### config.mk
export PLATFORM = sky130hd
export DESIGN_NAME = fft_frame_arbiter
export DESIGN_NICKNAME = d
export VERILOG_FILES = /design/src/rtl/fft_frame_arbiter.sv
export SDC_FILE = /design/constraint.sdc
export NUM_CORES = 2
export LEC_CHECK = 0
export BUFFER_PORTS_ARGS = -buffer_cell sky130_fd_sc_hd__buf_2
export CORE_ASPECT_RATIO = 0.6
export CORE_MARGIN = 4
export CORE_UTILIZATION = 40
export CTS_CLUSTER_SIZE = 40
export DETAILED_ROUTE_END_ITERATION = 10
export GPL_TIMING_DRIVEN = 0
export PLACE_DENSITY_LB_ADDON = 0.25
export SLEW_MARGIN = 20
export SYNTH_ARGS = -nofsm -noshare
export SYNTH_HDL_FRONTEND = slang
export SYNTH_SLANG_ARGS = --single-unit
### constraint.sdc
create_clock -name clk -period 5.5 [get_ports clk]
set_input_delay 0.825 -clock clk [delete_from_list [all_inputs] [get_ports clk]]
set_output_delay 0.825 -clock clk [all_outputs]
set_load 0.01 [all_outputs]
### src/rtl/fft_frame_arbiter.sv
// Round-robin arbiter sharing one FFT core between two frame producers, with per-channel holding buffers.
// Optional overrun counters (ovr_cnt0/ovr_cnt1) are compiled in when FFT_ARB_OVR_CNT_EN is defined.
module fft_frame_arbiter #(
  parameter int DATA_W  = 16,
  parameter int NPTS    = 16,
  parameter int TIMEOUT = 255
) (
  input  logic                   clk,
  input  logic                   rst,
  input  logic                   req0_valid,
  input  logic [NPTS*DATA_W-1:0] frm0,
  input  logic                   req1_valid,
  input  logic [NPTS*DATA_W-1:0] frm1,
  output logic                   fft_start,
  output logic                   fft_ch,
  output logic [NPTS*DATA_W-1:0] fft_din,
  input  logic                   fft_done,
  output logic                   frame_done,
  output logic                   done_ch,
  output logic                   busy,
  output logic                   ovr0,
  output logic                   ovr1,
  input  logic                   ovr_clr,
  output logic                   timeout
`ifdef FFT_ARB_OVR_CNT_EN
  ,
  output logic [7:0]             ovr_cnt0,
  output logic [7:0]             ovr_cnt1
`endif
);

  localparam int FW   = NPTS * DATA_W;
  localparam int WD_W = (TIMEOUT > 1) ? $clog2(TIMEOUT) : 1;

  typedef enum logic [1:0] {S_IDLE, S_START, S_WAIT} state_t;

  state_t            state, state_nxt;
  logic              req0_prev, req1_prev;
  logic [FW-1:0]     buf0, buf1;
  logic              pend0, pend1;
  logic              last_grant;
  logic [WD_W-1:0]   wd_cnt;
  logic              rise0, rise1;
  logic              grant0, grant1;
  logic              take0, take1;
  logic              ovr_evt0, ovr_evt1;
  logic              wd_hit;

  assign rise0  = req0_valid & ~req0_prev;
  assign rise1  = req1_valid & ~req1_prev;
  // With both pending, the channel that did not win last time goes next.
  assign grant0 = pend0 & (~pend1 | last_grant);
  assign grant1 = pend1 & (~pend0 | ~last_grant);
  assign take0  = (state == S_IDLE) & grant0;
  assign take1  = (state == S_IDLE) & grant1;
  // A capture that lands while the buffer is being handed to the FFT is a refill, not an overrun.
  assign ovr_evt0 = rise0 & pend0 & ~take0;
  assign ovr_evt1 = rise1 & pend1 & ~take1;
  assign wd_hit   = (TIMEOUT != 0) && (wd_cnt == WD_W'(TIMEOUT - 1));

  always_ff @(posedge clk) begin
    if (rst) state <= S_IDLE;
    else     state <= state_nxt;
  end

  always_comb begin
    state_nxt = state;
    case (state)
      S_IDLE:  if (grant0 | grant1) state_nxt = S_START;
      S_START: state_nxt = S_WAIT;
      S_WAIT:  if (fft_done || wd_hit) state_nxt = S_IDLE;
      default: state_nxt = S_IDLE;
    endcase
  end

  always_comb begin
    fft_start = (state == S_START);
    busy      = (state != S_IDLE);
  end

  always_ff @(posedge clk) begin
    if (rst) begin
      req0_prev  <= 1'b0;
      req1_prev  <= 1'b0;
      buf0       <= '0;
      buf1       <= '0;
      pend0      <= 1'b0;
      pend1      <= 1'b0;
      last_grant <= 1'b1;
      fft_ch     <= 1'b0;
      fft_din    <= '0;
      frame_done <= 1'b0;
      done_ch    <= 1'b0;
      timeout    <= 1'b0;
      wd_cnt     <= '0;
      ovr0       <= 1'b0;
      ovr1       <= 1'b0;
    end else begin
      req0_prev  <= req0_valid;
      req1_prev  <= req1_valid;
      if (rise0) buf0 <= frm0;
      if (rise1) buf1 <= frm1;
      pend0 <= rise0 | (pend0 & ~take0);
      pend1 <= rise1 | (pend1 & ~take1);
      if (take0) begin
        fft_din    <= buf0;
        fft_ch     <= 1'b0;
        last_grant <= 1'b0;
      end else if (take1) begin
        fft_din    <= buf1;
        fft_ch     <= 1'b1;
        last_grant <= 1'b1;
      end
      frame_done <= (state == S_WAIT) & fft_done;
      if ((state == S_WAIT) && fft_done) done_ch <= fft_ch;
      timeout <= (state == S_WAIT) & ~fft_done & wd_hit;
      wd_cnt  <= (state == S_WAIT) ? wd_cnt + 1'b1 : '0;
      ovr0    <= (ovr0 & ~ovr_clr) | ovr_evt0;
      ovr1    <= (ovr1 & ~ovr_clr) | ovr_evt1;
    end
  end

`ifdef FFT_ARB_OVR_CNT_EN
  function automatic logic [7:0] sat_inc(input logic [7:0] v);
    return (v == 8'hFF) ? v : v + 8'd1;
  endfunction

  // A clear coinciding with an overrun leaves that overrun counted.
  always_ff @(posedge clk) begin
    if (rst) begin
      ovr_cnt0 <= 8'd0;
      ovr_cnt1 <= 8'd0;
    end else begin
      if (ovr_clr)       ovr_cnt0 <= ovr_evt0 ? 8'd1 : 8'd0;
      else if (ovr_evt0) ovr_cnt0 <= sat_inc(ovr_cnt0);
      if (ovr_clr)       ovr_cnt1 <= ovr_evt1 ? 8'd1 : 8'd0;
      else if (ovr_evt1) ovr_cnt1 <= sat_inc(ovr_cnt1);
    end
  end
`endif

endmodule

==> qor.csv <==
metric;value;unit
setup_viol;0;
nets;5197;
path_cells;buf_6 -> nor2_1 -> buf_2 -> buf_1 -> inv_1 -> buf_2;
drcViolationCount;2;
first_pass_iters;9;
grt_pass1_vias;29740;
tns;0;ns
row_count;77;
root_buffer;clkbuf_16;
power.leakage;14.65;nW
cts_setup_buffers;0;
slew_headroom;21.95;%
synth_seq_cells;789;
grt-busiest-layer;met2;
switchingPower;4.141;mW
clk_latency;0.64;ns
fin_crit;3.574;ns
met2_usage;44.23;%
hold_buffers;0;
ir_drop;231.7;µV
cts_tree;yes;
syn-num-nets;4340;
power.density;373.2;nW/µm²
placed_cell_area;35440;µm²
max_cap_viol_count;0;
fin_skew;0.02485;ns
switching_share;29.15;%
max_stage_delay;0.67;ns
gp_congestion;0.9012;
hp-class;primary input to register;
synthTopCellsByArea;dfxtp_1 52%, a21oi_1 13%, nand2_1 13%;
final_core_util;51.26;%
synth.most_common_cell;nand2_1;
syn_avg_cell_area;7.925;µm²
die-area;80290;µm²
seq_area_frac_synth;52.18;%
cts_buffers;73;
finalInstanceArea;38080;µm²
clk_pin_slew;0.07;ns
r2r_slack;2.66;ns
grt_max_degree;17;
worst-path-buf-inv;5;
netlist_instances;3820;
hold_ws;0.4140;ns
ant_nets;0;
cp_common_cell;buf_2;
crit_slowest_cell;nor2_1;
dp.final_hpwl;96.31;mm
ios;782;
die_x;363.2;µm
crit_fanout;10;
crit_type;register to output port;
cts-resized-gates;0;
grt_pass1_wl;185.5;mm
drv_slew;0;
post-place-ws;1.773;ns
cp_data_arrival_time;2.75;ns
pwr-share-comb;16.0;%
wl_per_cell;22.03;µm
synth_edf_count;0;
hold_violations;0;
synth_top_area_cell;dfxtp_1;
finalPower;14.21;mW
final_layout_size_suffix_gt1_share;19.61;%
area_growth;25.77;%
wl;126.8;mm
grtUsageMet3;6.191;%
cp_num_cells;6;
die_h;221.1;µm
violations;design-rule violations;
setup_ws;1.926;ns
place_inst;5589;
port_buffers;780;
endpoint_kind;output port;
antenna_found_initial;44;
startpoint_type;register;
crit_family;buffers and inverters;
r2r_cells;7;
seqPwrFrac;45.3;%
start_util;40.75;%
use_met1;42.77;%
status;finished, violations left;
grt_use_total;29.74;%
clock_path_buffers;3;
final.period_utilization;64.97;%
vias;32460;
rsz0062_at_grt;no;
fmax;279.8;MHz
p_int;10.07;mW
drt_iter0_markers;3433;
synthTopCellsByCount;1,025 x nand2_1, 789 x dfxtp_1, 773 x a21oi_1, 349 x clkbuf_1, 261 x nand3_1;
fin_cells;5755;
fp.coreArea;74280;µm²
min_path_cells;2;
viasPerCell;5.640;
cts.sinks;789;
netlist_area;30270;µm²
tightest_slew;1.171;ns
worstPathRequired;4.68;ns
synth_top_area_share;52.18;%
pwr-share-clk;38.7;%
synth_cell_types;36;
htree_num_levels;3;
synthFlopType;dfxtp_1;
yosys_warnings;0;
ys_async_sr_fraction;0;%
overflow;0;
==> cells in the final DEF, fill, tap and decap left out, types with 16 or more instances in the layout <==
cell type and instances:
nand2_1 1025, buf_2 800, dfxtp_1 789, a21oi_1 773, clkbuf_1 360, nand3_1 261, o21ai_0 256, a311oi_1 256
clkbuf_16 75, diode_2 35, buf_1 30, clkbuf_8 16
==> layout make-up <==
type	instances	area, µm²
antenna	35	87.58
buffer	403	1573
clock buffer	106	2153
clock inverter	25	391.6
fill	7423	36200
inverter	6	22.52
multi-input combinational	2622	12890
sequential	789	15800
tap	987	1235
timing repair buffer	782	3930
==> cell families after synthesis <==
logic type / count (synthesis) / share of synthesized area (%)
simple gates: 1321 / 17.71
compound gates: 1295 / 24.66
flops: 789 / 52.18
buf+inv: 409 / 5.253
xor+xnor: 3 / 0.08681
fa+ha+maj: 2 / 0.08265
mux: 1 / 0.03307
==> power groups by stage <==
stage	Clock, mW	Combinational [mW]	Sequential (mW)
floorplan	0	1.13	6.59
global placement	0	2.22	6.54
detailed placement	0	2.25	6.54
CTS	5.51	2.26	6.42
global route	5.76	2.48	6.47
finish	5.49	2.28	6.44
==> flip-flops by register name (all words and copies together), names as in the netlist <==
| name | cells |
|---|---|
| buf0 | 256 |
| buf1 | 256 |
| done_ch | 1 |
| fft_ch | 1 |
| fft_din | 256 |
| frame_done | 1 |
| last_grant | 1 |
| ovr0 | 1 |
| ovr1 | 1 |
| pend0 | 1 |
| pend1 | 1 |
| req0_prev | 1 |
| req1_prev | 1 |
| state | 2 |
| timeout | 1 |
| wd_cnt | 8 |
==> worst paths after layout <==
path	from	endpoint
setup / recovery	state[1]	busy
hold / removal	fft_done	timeout
setup reg to reg	state[1]	fft_din[116]
hold reg to reg	buf1[78]	buf1[78]
==> routing by layer <==
| metal | part of all wire, % | vias up |
|---|---|---|
| li1 | - | 15080 |
| met1 | 44 | 15650 |
| met2 | 43 | 1496 |
| met3 | 9.3 | 222 |
| met4 | 3.0 | 10 |
| met5 | 0.050 | - |
==> worst reg2reg max path: cells and delay by family, from the launching register on <==
family	cells	cell delay [ns]
buffers and inverters	4	1.31
and+or+nand+nor	2	0.89
AOI/OAI and AO/OA	1	0.18
DFF	1	0.31
Power figures use the tool's default switching activity.
